## src/rtl/multibyte_add_seq.sv

```systemverilog
// multibyte_add_seq: drives an external 8-bit combinational adder one byte per
// clock, LSB first, chaining carry-out back to carry-in, and assembles an
// NBYTES-wide sum. Start/busy/done handshake toward the requester.
// Optional feature macro: MULTIBYTE_ADD_SUB_EN adds a 'sub' input that turns
// the operation into op_a - op_b (two's complement: invert B, carry-in = 1).
module multibyte_add_seq #(
  parameter int NBYTES = 4
) (
  input  logic                  clk,
  input  logic                  rst,
  input  logic                  start,
  input  logic [8*NBYTES-1:0]   op_a,
  input  logic [8*NBYTES-1:0]   op_b,
  input  logic                  cin,
`ifdef MULTIBYTE_ADD_SUB_EN
  input  logic                  sub,
`endif
  output logic [7:0]            add_a,
  output logic [7:0]            add_b,
  output logic                  add_cin,
  input  logic [7:0]            add_sum,
  input  logic                  add_cout,
  output logic [8*NBYTES-1:0]   result,
  output logic                  cout,
  output logic                  busy,
  output logic                  done
);

  localparam int IW = (NBYTES > 1) ? $clog2(NBYTES) : 1;
  localparam logic [IW-1:0] LAST_IDX = IW'(NBYTES - 1);

  typedef enum logic [1:0] {S_IDLE, S_RUN, S_DONE} state_t;

  state_t                   state, state_n;
  logic [IW-1:0]            idx;
  logic                     carry;
  logic [NBYTES-1:0][7:0]   a_reg;
  logic [NBYTES-1:0][7:0]   b_reg;
  logic [NBYTES-1:0][7:0]   res_q;
  logic                     cout_q;
  logic                     accept;
  logic                     start_carry;
`ifdef MULTIBYTE_ADD_SUB_EN
  logic                     sub_q;
`endif

  assign accept = (state == S_IDLE) && start;

  // Subtraction forces the initial carry to 1 so that A + ~B + 1 = A - B.
`ifdef MULTIBYTE_ADD_SUB_EN
  assign start_carry = sub ? 1'b1 : cin;
`else
  assign start_carry = cin;
`endif

  // Control state, byte index, running carry and the assembled result.
  always_ff @(posedge clk) begin
    if (rst) begin
      state  <= S_IDLE;
      idx    <= '0;
      carry  <= 1'b0;
      res_q  <= '0;
      cout_q <= 1'b0;
    end else begin
      state <= state_n;
      if (accept) begin
        idx   <= '0;
        carry <= start_carry;
      end else if (state == S_RUN) begin
        res_q[idx] <= add_sum;
        carry      <= add_cout;
        idx        <= idx + 1'b1;
        if (idx == LAST_IDX) begin
          cout_q <= add_cout;
        end
      end
    end
  end

  // Operand capture on an accepted start; operands are pure data, no reset.
  always_ff @(posedge clk) begin
    if (accept) begin
      a_reg <= op_a;
      b_reg <= op_b;
`ifdef MULTIBYTE_ADD_SUB_EN
      sub_q <= sub;
`endif
    end
  end

  // Next-state decode and adder drive; adder inputs are zero outside RUN.
  always_comb begin
    state_n = state;
    add_a   = '0;
    add_b   = '0;
    add_cin = 1'b0;
    case (state)
      S_IDLE: begin
        if (start) state_n = S_RUN;
      end
      S_RUN: begin
        add_a   = a_reg[idx];
`ifdef MULTIBYTE_ADD_SUB_EN
        add_b   = sub_q ? ~b_reg[idx] : b_reg[idx];
`else
        add_b   = b_reg[idx];
`endif
        add_cin = carry;
        if (idx == LAST_IDX) state_n = S_DONE;
      end
      S_DONE: begin
        state_n = S_IDLE;
      end
      default: begin
        state_n = S_IDLE;
      end
    endcase
  end

  assign busy   = (state == S_RUN);
  assign done   = (state == S_DONE);
  assign result = res_q;
  assign cout   = cout_q;

endmodule
```

## config.mk

```make
export PLATFORM = sky130hd
export DESIGN_NAME = multibyte_add_seq
export DESIGN_NICKNAME = d
export VERILOG_FILES = /design/src/rtl/multibyte_add_seq.sv
export SDC_FILE = /design/constraint.sdc
export NUM_CORES = 1
export LEC_CHECK = 0
export ABC_AREA = 1
export BUFFER_PORTS_ARGS = -buffer_cell sky130_fd_sc_hd__buf_2
export CAP_MARGIN = 20
export CORE_MARGIN = 2
export CORE_UTILIZATION = 50
export CTS_BUF_LIST = sky130_fd_sc_hd__clkbuf_8
export DETAILED_ROUTE_END_ITERATION = 8
export GPL_ROUTABILITY_DRIVEN = 0
export GPL_TIMING_DRIVEN = 0
export PLACE_DENSITY = 0.88
export SKIP_CTS_REPAIR_TIMING = 1
export SLEW_MARGIN = 10
export SYNTH_ARGS = -nofsm -noshare
export SYNTH_HDL_FRONTEND = slang
export SYNTH_SLANG_ARGS = --single-unit
```

## constraint.sdc

```tcl
create_clock -name clk -period 3.05 [get_ports clk]
set_clock_uncertainty 0.1 [all_clocks]
set_input_delay 0.305 -clock clk [delete_from_list [all_inputs] [get_ports clk]]
set_output_delay 0.305 -clock clk [all_outputs]
set_load 0.005 [all_outputs]
```

==> impl_results.md <==
* Worst Hold Class: input pin to flop
* Final min period at 2360 ps
* Clock slew at reported path FFs at ~100 ps
* Sequential fraction of the synthesis area at 0.616
* Syn nets at 579
* Setup slack, reg-to-reg at slightly above 1000 ps
* Final setup fails at 0
* Clock Latency Late Sink at 360 ps
* Post-route design area at approximately 5800 sq um
* CP max stage cell: dfxtp_1
* Layout Nets at 768
* Critical Path Source Type: flop
* Comb power frac at 0.127
* FF-to-FF path depth at 9
* Overall power at 2.76 mW
* CP cell instances: buf_2 > clkinv_1 > buf_2 > nand3_1 > a21oi_1 > buf_2
* First-pass GRT wire length at between 15 and 20 mm
* Fmax at 0.424 GHz
* Top FF cell, synth: edfxtp_1
* Chip width at around 100 um
* Slew of the pin with the lowest slew margin at 562 ps
* Final wirelength at 11.4 mm
* CTS tree: yes
* Pin count of the biggest net entering global routing at 47
* PortBufs at between 100 and 150
* Hold Slack at 14.8 ps
* Final slew viol count at 0
* Top cell type's share of synthesized area at 0.441
* Hold Startpoint: op_b[18]
* Routed length on met3 at 769 um
* Core ar. at ~8600 sq um
* Clock Power Share at 0.303
* Sink Count at 102
* DR pass1 iterations at 5
* Top delay family on crit path: buffers and inverters
* Floorplan row count at 34
* Die Y at 97.4 um
* Multi-input gate area at approximately 1200 sq um
* Max layer used: met4
* Synth cell count leaders: 138 x nand2_1, 99 x inv_1, 72 x nor2_1, 64 x edfxtp_1, 38 x dfxtp_1
* Filler cells at 632
* Switch share at 0.266
* All-Layer GR Usage at 0.209
* Ports at 129
* Vias at 3,837
* Most numerous cell in the Yosys netlist: nand2_1
* HPWL reported at the end of detailed placement at 7.18 mm
* Synth warnings at 0
* Reg-to-Reg Start: idx[1]$_SDFFE_PP0N_
* FF+latch area at between 2000 and 3000 sq um
* Reg2reg end: result[14]$_SDFFE_PP0P_
* Crit-path max cell delay at about 360 ps
* Syn Area/Cell at 8.75 sq um
* Status: finished clean
* Initial Utilization at 0.507
* Met2 wire len at just under 6 mm
* NetSw at 0.736 mW
* Crit end category: output pin
* Relative slew slack at 0.625
* WP depth at 6
* Unrepaired setup endpoints after global routing: no
* Hold Path Depth at 1
* Internal power at 2.03 mW
* Power Density at 473 nW/um^2
* Leading area contributor after synthesis: edfxtp_1
* Die Area at 9480 sq um
* Final period util at 0.774
* Placement-stage cell area at 5150 sq um
* Number of global-route vias before repair at 3,438
* LEAKAGE at about 3.0 nW
* CTS max path bufs at 2
* Mapped Area at roughly 4400 sq um
* Number of DRC markers in iteration 0 at 274
* Vias per cell at roughly 4.8
* Syn Inst Count at 498
* Clock H-tree levels at 3
* Critical path data arrival time at 1960 ps
* Initial antenna violation count at 0
* CP most frequent cell: buf_2
* Hold Violations, Final at 0
* Synth Register Bits at 102
* Crit path max fanout at 11
* Layout cell share with drive strength beyond 1 at 0.237
* Sequential share of power at 0.569
* WHS Endpoint: b_reg[18]$_DFFE_PP_
* WS Path Type: flop to output pin
* Post-DRT Antenna Nets at 0
* CP bufs+invs at 4
* VDD IR max at 296 uV
* Synth-to-Final Area Change at 34.1%
* Routed len/inst at 14.3 um
* Max Cap Viol at 0
* Grt ovf at 0
* M1 WL at between 4 and 5 mm
* Top cells by area, synth: edfxtp_1 44%, dfxtp_1 17%, nand2_1 12%
* Netlist cell types at 18
* Setup TNS at 0 ps
* DRC Markers at 0
* Post-synth EDFFs at 64
* Clock tree root driver cell: clkbuf_8
* Crit path required time at 2640 ps
* Post-synth ARST share at 0
* CTS Buf Count at 9
-- logic make-up after synthesis --
logic type                 share of synthesized area
buffers and inverters                          0.113
and+or+nand+nor                                0.238
adders and majority gates                     0.0115
DFF                                            0.616
AOI/OAI and AO/OA                             0.0224
-- routing by layer --
metal  vias up  track usage
li1       1887            -
met1      1725        0.252
met2       178        0.352
met3        47       0.0525
met4         0       0.0951
met5         -            0
-- layout make-up --
class	instances	share of cell area
tap	108	0.0231
clock inverter	7	0.0126
inverter	103	0.0662
timing repair buffer	178	0.197
sequential	102	0.459
clock buffer	9	0.0212
antenna	1	0.000428
buffer	19	0.0178
multi-input combinational	274	0.203
-- power groups by stage --
stage | Combinational [mW] | Sequential (mW) | Clock [mW]
after floorplan | 0.156 | 1.60 | 0
after global placement | 0.273 | 1.60 | 0
after detailed placement | 0.290 | 1.60 | 0
after CTS | 0.292 | 1.57 | 0.846
after global routing | 0.388 | 1.58 | 0.904
final | 0.351 | 1.57 | 0.838
-- through the flow --
| stage | instances | utilization | setup WS, ps |
|---|---|---|---|
| final | 801 | 0.680 | 690 |
| after floorplan | 498 | - | 687 |
| after global placement | 734 | 0.597 | 287 |
| after detailed placement | 735 | 0.600 | 1100 |
| after global routing | 800 | 0.680 | 501 |
| after CTS | 751 | 0.623 | 734 |
-- cell usage in the layout, fill, tap and decap left out, types with 2 or more instances in the layout --
cell	Yosys	final
clkinv_4	0	2
dfxtp_1	38	38
dlygate4sd3_1	0	49
inv_1	99	98
ha_1	4	4
edfxtp_1	64	64
inv_2	2	3
nand3_1	34	34
nand2_1	138	138
clkinv_1	2	2
inv_8	0	2
nand2_4	4	4
clkbuf_1	8	8
nor2_1	72	72
buf_2	8	136
buf_6	3	3
a21oi_1	18	18
inv_6	0	2
clkbuf_8	0	9
-- how the worst max path moves through the flow --
stage / from / endpoint / slack, ps
detailed placement: idx[1]$_SDFFE_PP0N_ / result[14]$_SDFFE_PP0P_ / 1100
CTS: idx[1]$_SDFFE_PP0N_ / add_b[2] / 730
finish: idx[1]$_SDFFE_PP0N_ / add_b[6] / 690
global route: idx[1]$_SDFFE_PP0N_ / add_b[6] / 500
floorplan: state[1]$_SDFFE_PP0P_ / a_reg[0]$_DFFE_PP_ / 690
global placement: state[1]$_SDFFE_PP0P_ / a_reg[20]$_DFFE_PP_ / 290
No activity file was read; power rests on OpenSTA's default activity.
